--- src/rtl/dm_pkg.sv ---
`default_nettype none
// ============================================================================
// Module   : dm_pkg
// Purpose  : Shared encodings for the data-memory access unit: access size
//            codes, the access FSM state type and the kseg0/kseg1 nibble bounds.
// Ports    : (package, no ports)
// Options  : none
// Revision : 1.0 - initial release
// ============================================================================
package dm_pkg;

    // Access size encoding shared by the MEM-stage request and the bus side.
    localparam logic [1:0] SZ_BYTE = 2'd0;
    localparam logic [1:0] SZ_HALF = 2'd1;
    localparam logic [1:0] SZ_WORD = 2'd2;

    // Top address nibble range covering kseg0 (0x8-0x9) and kseg1 (0xA-0xB).
    localparam logic [3:0] KSEG_LO_NIB = 4'h8;
    localparam logic [3:0] KSEG_HI_NIB = 4'hB;

    typedef enum logic [1:0] {
        ST_IDLE = 2'd0,
        ST_REQ  = 2'd1,
        ST_WAIT = 2'd2,
        ST_DONE = 2'd3
    } dm_state_e;

    // Size code 3 is not a real access size; it behaves as a word.
    function automatic logic [1:0] norm_size(input logic [1:0] sz);
        return (sz == 2'd3) ? SZ_WORD : sz;
    endfunction

endpackage
`default_nettype wire

--- src/rtl/dm_lane_align.sv ---
`default_nettype none
// ============================================================================
// Module   : dm_lane_align
// Purpose  : Byte-lane steering for the data-memory access unit. Store side
//            replicates right-justified data across the lanes and builds the
//            byte strobes; load side shifts the raw bus word down to the
//            addressed lane and sign/zero-extends bytes and halves.
// Ports    : i_st_size/i_st_lo/i_st_data -> o_st_wdata/o_st_wstrb (store)
//            i_ld_size/i_ld_lo/i_ld_sext/i_ld_raw -> o_ld_data   (load)
// Options  : none
// Revision : 1.0 - initial release
// ============================================================================
module dm_lane_align
    import dm_pkg::*;
(
    input  logic [1:0]  i_st_size,
    input  logic [1:0]  i_st_lo,
    input  logic [31:0] i_st_data,
    output logic [31:0] o_st_wdata,
    output logic [3:0]  o_st_wstrb,
    input  logic [1:0]  i_ld_size,
    input  logic [1:0]  i_ld_lo,
    input  logic        i_ld_sext,
    input  logic [31:0] i_ld_raw,
    output logic [31:0] o_ld_data
);

    logic [31:0] w_ld_shift;

    always_comb begin
        o_st_wdata = i_st_data;
        o_st_wstrb = 4'b1111;
        case (i_st_size)
            SZ_BYTE: begin
                o_st_wdata = {4{i_st_data[7:0]}};
                o_st_wstrb = 4'b0001 << i_st_lo;
            end
            SZ_HALF: begin
                o_st_wdata = {2{i_st_data[15:0]}};
                o_st_wstrb = i_st_lo[1] ? 4'b1100 : 4'b0011;
            end
            default: begin
                o_st_wdata = i_st_data;
                o_st_wstrb = 4'b1111;
            end
        endcase
    end

    assign w_ld_shift = i_ld_raw >> {i_ld_lo, 3'b000};

    always_comb begin
        o_ld_data = i_ld_raw;
        case (i_ld_size)
            SZ_BYTE: o_ld_data = {{24{i_ld_sext & w_ld_shift[7]}}, w_ld_shift[7:0]};
            SZ_HALF: o_ld_data = {{16{i_ld_sext & w_ld_shift[15]}}, w_ld_shift[15:0]};
            default: o_ld_data = i_ld_raw;
        endcase
    end

endmodule
`default_nettype wire

--- src/rtl/dm_access_unit.sv ---
`default_nettype none
// ============================================================================
// Module   : dm_access_unit
// Purpose  : Data-memory interface between the MEM stage and a request /
//            address-ok / data-ok bus. Formats stores and loads, maps kseg0
//            and kseg1 to physical addresses, stalls the pipeline while an
//            access is outstanding and can drop an access on flush.
// Ports    : clk, reset                       - clock, sync active-high reset
//            req_* , flush                    - MEM-stage request side
//            stall, resp_valid, resp_rdata    - pipeline response side
//            err_adel, err_ades               - alignment exceptions
//            data_* (out) / data_*_ok, data_rdata (in) - memory bus
// Options  : DM_ALIGN_CHECK_EN - when defined, misaligned half/word accesses
//            raise err_adel/err_ades and are not issued; when undefined the
//            misaligned low address bits are cleared and the access proceeds.
// Revision : 1.0 - initial release
// ============================================================================
module dm_access_unit
    import dm_pkg::*;
#(
    parameter int          ADDR_W   = 32,
    parameter int unsigned KSEG_MAP = 1
) (
    input  logic              clk,
    input  logic              reset,
    input  logic              req_valid,
    input  logic              req_wr,
    input  logic [1:0]        req_size,
    input  logic              req_sext,
    input  logic [ADDR_W-1:0] req_addr,
    input  logic [31:0]       req_wdata,
    input  logic              flush,
    output logic              stall,
    output logic              resp_valid,
    output logic [31:0]       resp_rdata,
    output logic              err_adel,
    output logic              err_ades,
    output logic              data_req,
    output logic              data_wr,
    output logic [1:0]        data_size,
    output logic [ADDR_W-1:0] data_addr,
    output logic [31:0]       data_wdata,
    output logic [3:0]        data_wstrb,
    input  logic              data_addr_ok,
    input  logic              data_data_ok,
    input  logic [31:0]       data_rdata
);

    dm_state_e         r_state;
    dm_state_e         w_state_nxt;
    logic              r_drop;
    logic              w_drop_nxt;
    logic              r_sext;
    logic [1:0]        r_lo;
    logic              r_data_req;
    logic              r_data_wr;
    logic [1:0]        r_data_size;
    logic [ADDR_W-1:0] r_data_addr;
    logic [31:0]       r_data_wdata;
    logic [3:0]        r_data_wstrb;
    logic [31:0]       r_resp_rdata;

    logic [1:0]        w_size;
    logic              w_is_word;
    logic              w_is_half;
    logic              w_err;
    logic [ADDR_W-1:0] w_addr_fix;
    logic [3:0]        w_nib;
    logic [ADDR_W-1:0] w_paddr;
    logic              w_accept;
    logic              w_kill;
    logic              w_capture;
    logic [31:0]       w_st_wdata;
    logic [3:0]        w_st_wstrb;
    logic [31:0]       w_ld_data;

    assign w_size    = norm_size(req_size);
    assign w_is_word = (w_size == SZ_WORD);
    assign w_is_half = (w_size == SZ_HALF);

`ifdef DM_ALIGN_CHECK_EN
    // A misaligned access is refused in IDLE and reported in the same cycle.
    logic w_misalign;
    assign w_misalign = (w_is_half & req_addr[0]) | (w_is_word & (req_addr[1:0] != 2'b00));
    assign w_err      = (r_state == ST_IDLE) & req_valid & ~flush & w_misalign;
    assign w_addr_fix = req_addr;
    assign err_adel   = w_err & ~req_wr;
    assign err_ades   = w_err & req_wr;
`else
    // Without the check, misaligned low bits are silently cleared.
    assign w_err      = 1'b0;
    assign w_addr_fix = {req_addr[ADDR_W-1:2],
                         req_addr[1] & ~w_is_word,
                         req_addr[0] & ~w_is_word & ~w_is_half};
    assign err_adel   = 1'b0;
    assign err_ades   = 1'b0;
`endif

    // kseg0/kseg1 both alias the low 512 MB of physical memory.
    assign w_nib   = w_addr_fix[ADDR_W-1 -: 4];
    assign w_paddr = ((KSEG_MAP != 0) && (w_nib >= KSEG_LO_NIB) && (w_nib <= KSEG_HI_NIB))
                     ? {3'b000, w_addr_fix[ADDR_W-4:0]} : w_addr_fix;

    assign w_accept = (r_state == ST_IDLE) & req_valid & ~flush & ~w_err;

    // A flush arriving together with the final data_ok still discards the data.
    assign w_kill    = r_drop | flush;
    assign w_capture = ~r_data_wr & data_data_ok & ~w_kill &
                       (((r_state == ST_REQ) & data_addr_ok) | (r_state == ST_WAIT));

    dm_lane_align u_lane_align (
        .i_st_size  (w_size),
        .i_st_lo    (w_addr_fix[1:0]),
        .i_st_data  (req_wdata),
        .o_st_wdata (w_st_wdata),
        .o_st_wstrb (w_st_wstrb),
        .i_ld_size  (r_data_size),
        .i_ld_lo    (r_lo),
        .i_ld_sext  (r_sext),
        .i_ld_raw   (data_rdata),
        .o_ld_data  (w_ld_data)
    );

    always_ff @(posedge clk) begin
        if (reset) begin
            r_state <= ST_IDLE;
        end else begin
            r_state <= w_state_nxt;
        end
    end

    always_comb begin
        w_state_nxt = r_state;
        case (r_state)
            ST_IDLE: begin
                if (w_accept) w_state_nxt = ST_REQ;
            end
            ST_REQ: begin
                // Once addr_ok is seen the bus owes a data_ok, so a flush can
                // only abandon the request before that point.
                if (data_addr_ok) begin
                    if (!data_data_ok)  w_state_nxt = ST_WAIT;
                    else if (flush)     w_state_nxt = ST_IDLE;
                    else                w_state_nxt = ST_DONE;
                end else if (flush) begin
                    w_state_nxt = ST_IDLE;
                end
            end
            ST_WAIT: begin
                if (data_data_ok) w_state_nxt = w_kill ? ST_IDLE : ST_DONE;
            end
            default: w_state_nxt = ST_IDLE;
        endcase
        w_drop_nxt = (w_state_nxt == ST_WAIT) & w_kill;
    end

    always_ff @(posedge clk) begin
        if (reset) begin
            r_drop       <= 1'b0;
            r_sext       <= 1'b0;
            r_lo         <= 2'b00;
            r_data_req   <= 1'b0;
            r_data_wr    <= 1'b0;
            r_data_size  <= 2'b00;
            r_data_addr  <= '0;
            r_data_wdata <= 32'd0;
            r_data_wstrb <= 4'd0;
            r_resp_rdata <= 32'd0;
        end else begin
            r_drop     <= w_drop_nxt;
            r_data_req <= (w_state_nxt == ST_REQ);
            if (w_accept) begin
                r_sext       <= req_sext;
                r_lo         <= w_addr_fix[1:0];
                r_data_wr    <= req_wr;
                r_data_size  <= w_size;
                r_data_addr  <= w_paddr;
                r_data_wdata <= w_st_wdata;
                r_data_wstrb <= req_wr ? w_st_wstrb : 4'd0;
            end
            if (w_capture) r_resp_rdata <= w_ld_data;
        end
    end

    // While a dropped access drains, the pipeline is released.
    assign stall = req_valid & ~flush & (r_state != ST_DONE) & ~w_err & ~r_drop;

    assign resp_valid = (r_state == ST_DONE);
    assign resp_rdata = r_resp_rdata;
    assign data_req   = r_data_req;
    assign data_wr    = r_data_wr;
    assign data_size  = r_data_size;
    assign data_addr  = r_data_addr;
    assign data_wdata = r_data_wdata;
    assign data_wstrb = r_data_wstrb;

endmodule
`default_nettype wire

--- config.mk ---
export PLATFORM = sky130hd
export DESIGN_NAME = dm_access_unit
export DESIGN_NICKNAME = d
export VERILOG_FILES = /design/src/rtl/dm_pkg.sv /design/src/rtl/dm_lane_align.sv /design/src/rtl/dm_access_unit.sv
export SDC_FILE = /design/constraint.sdc
export NUM_CORES = 1
export LEC_CHECK = 0
export CELL_PAD_IN_SITES_DETAIL_PLACEMENT = 0
export CELL_PAD_IN_SITES_GLOBAL_PLACEMENT = 2
export CORE_MARGIN = 5
export CORE_UTILIZATION = 23
export DETAILED_ROUTE_END_ITERATION = 10
export GPL_TIMING_DRIVEN = 0
export PLACE_DENSITY = 0.81
export SYNTH_ARGS = -nofsm -noshare
export SYNTH_HDL_FRONTEND = slang
export SYNTH_SLANG_ARGS = --single-unit
export TNS_END_PERCENT = 20
--- constraint.sdc ---
create_clock -name clk -period 2.2 [get_ports clk]
set_input_delay 0.55 -clock clk [delete_from_list [all_inputs] [get_ports clk]]
set_output_delay 0.55 -clock clk [all_outputs]
set_load 0.01 [all_outputs]
==> impl_metrics.tcl <==
set metrics [dict create \
    status "complete, no violations" \
    firstDrtPassIters 5 \
    stdcell_count 1101 \
    fp.dieH_um 156.2 \
    crit_path_end_kind "output pin" \
    port_buffers 208 \
    final_layout_size_suffix_gt1_share_pct 5.327 \
    synth_top_area_share_pct 44.00 \
    path_delay_family "buffers and inverters" \
    vias_per_cell 4.529 \
    cp_max_fo 7 \
    hold_slack_ns 0.4486 \
    synth_area_leaders "dfxtp_1 44%, mux2i_1 9.4%, nand2_1 9.1%" \
    yosys.cell_types.count 39 \
    wl_per_cell_um 18.03 \
    place_area_mm2 0.007343 \
    placed_cells 1085 \
    worst_path_largest_cell_delay_ns 0.54 \
    cts_setup_buffers 0 \
    synth_top_area_cell "dfxtp_1" \
    fin_area_mm2 0.007647 \
    ant_nets 0 \
    cts_resized 4 \
    yosys_most_used_dff "dfxtp_1" \
    final_hold_viol_count 0 \
    clock_skew_ns 0.007916 \
    crit_required_ns 1.65 \
    hp-class "reg -> reg" \
    crit_type "reg -> out" \
    coreArea_mm2 0.02102 \
    routabilityCongestion 0.7930 \
    ys_ff_latch 108 \
    fin_ws_ns 0.1180 \
    critPathBufInv 1 \
    finalNetCount 927 \
    grt_max_degree 19 \
    std_cell_rows 53 \
    synth_edf_count 0 \
    crit_chain "and2_1, clkdlybuf4s50_1" \
    drc 0 \
    cp_data_arrival_time_ns 1.53 \
    num_vias 4986 \
    synth.yosys.seq_area_share_pct 44.00 \
    postSynth.asyncResetShare_pct 0 \
    drtIter0Drc 226 \
    power.leakage_nw 2.743 \
    track_usage_pct 16.11 \
    syn2layout_area_growth_pct 55.64 \
    maxSlewHeadroom_pct 47.63 \
    worst_setup_path_start_kind "register" \
    h-tree-depth 3 \
    max-cap-violations 0 \
    fin_crit_ns 2.082 \
    cts_buffers 9 \
    rsz0062_at_grt "false" \
    fmax_mhz 480.3 \
    grt_antenna_before_repair 1 \
    grt_pass1_wl_um 30480 \
    cts_buffer_depth 2 \
    fp.dieArea_mm2 0.02439 \
    crit_path_top_delay_cell "clkdlybuf4s50_1" \
    setup_viol 0 \
    grt_pass1_vias 5172 \
    start_util_pct 23.37 \
    num_io_pins 214 \
    cts.sinks 108 \
    syn_inst 601 \
    clk_latency_ns 0.36 \
    drt-total-wl_um 19850 \
    synthesis.area_mm2 0.004913 \
    power_density_mw_per_mm2 599.9 \
    hold_buffers 0 \
    cts_tree "yes" \
    total_power_mw 4.588 \
    min_period_over_period_pct 94.64 \
    root_buffer "clkbuf_16" \
    drv_slew 0 \
    clk_pin_slew_ns 0.08 \
    die_w_um 156.2 \
    pre_cts_slack_ns -0.4002 \
    hpwlAfterDp_um 15340 \
    grt_overflow 0 \
    postLayoutCoreUtil_pct 36.38 \
    tns_ns 0 \
    syn_area_per_cell_um2 8.175 \
    ys_warn_count 0 \
    ir_worst_vdd_mv 0.3799 \
    diodes 0 \
    worstMarginPinSlew_ns 0.7826 \
]
-- power by group --
part           total [mW]  switching [mW]  leakage [nW]  internal [mW]
clock network        1.70           0.804         0.148          0.898
logic               0.810           0.388          1.72          0.422
registers            2.08          0.0443         0.879           2.03
total                4.59            1.24          2.74           3.35
-- final timing paths --
path | from | endpoint | slack (ns) | cells after the start
worst max-delay path | r_state[0]$_SDFF_PP0_ | resp_valid | 0.12 | 2
worst min register to register | data_addr[31]$_SDFFE_PP0P_ | data_addr[31]$_SDFFE_PP0P_ | 0.45 | 2
worst min-delay path | data_addr[31]$_SDFFE_PP0P_ | data_addr[31]$_SDFFE_PP0P_ | 0.45 | 2
worst max register to register | r_lo[0]$_SDFFE_PP0P_ | resp_rdata[29]$_SDFFE_PP0P_ | 0.31 | 6
-- flip-flops by register name (all words and copies together), names as in the netlist --
signal      flops
resp_rdata     32
r_state         2
data_wr         1
data_wdata     32
data_size       2
data_req        1
data_addr      31
r_drop          1
r_sext          1
r_lo            1
data_wstrb      4
-- cells by family after synthesis --
group,count (synthesis),share of synthesized area [%]
AND/OR/NAND/NOR,210,18.97
other,1,0.07632
flip-flops,108,44.00
buffers and inverters,62,6.010
multiplexers,46,9.371
AO/OA/AOI/OAI,174,21.57
-- tightest hold or removal path, delay by kind of cell, from the launching register on --
family          cells  cell delay, ns
compound gates      1            0.05
flops               1            0.31
simple gates        1            0.05
-- cells in the final DEF (no fill, tap or decap), types with 2 or more instances in the layout --
cell type / n
nand2b_1: 4
buf_2: 17
and2_1: 18
clkdlybuf4s50_1: 206
nand4_1: 2
nor2_1: 46
a211oi_1: 24
a22oi_1: 3
buf_4: 5
nand3b_1: 4
conb_1: 2
buf_6: 3
o22ai_1: 5
o211ai_1: 2
dfxtp_1: 108
a21oi_1: 64
mux2i_1: 46
o21ai_1: 3
nor4b_1: 2
clkbuf_1: 30
inv_6: 3
inv_1: 7
nand2_1: 119
clkbuf_16: 9
a21o_1: 14
nand3_1: 4
dlygate4sd2_1: 2
o21ai_0: 41
nor2b_1: 3
a311oi_1: 13
-- area by class of cell --
type	instances	area (µm²)
well taps	275	344.1
plain buffers	55	269.0
multi-input cells	432	2467
clock inverters	6	70.07
repair buffers	208	2079
inverters	7	26.28
fillers	2201	13370
flip-flops and latches	108	2162
clock buffers	10	229.0
-- Yosys cell counts (all sizes together), types with 5 or more instances --
cell / instances
nand2: 119
dfxtp: 108
a21oi: 64
nor2: 47
mux2i: 46
o21ai: 44
clkbuf: 29
buf: 26
a211oi: 24
and2: 18
a21o: 14
a311oi: 13
inv: 7
o22ai: 5
-- routing by layer --
| metal | global-route usage, % | routed length, µm | vias to the layer above |
|---|---|---|---|
| met5 | 0 | 11 | - |
| met3 | 7.046 | 2106 | 14 |
| met4 | 3.471 | 219 | 2 |
| met1 | 20.19 | 8584 | 2281 |
| li1 | - | - | 2512 |
| met2 | 25.81 | 8931 | 177 |
Power figures use the tool's default switching activity.
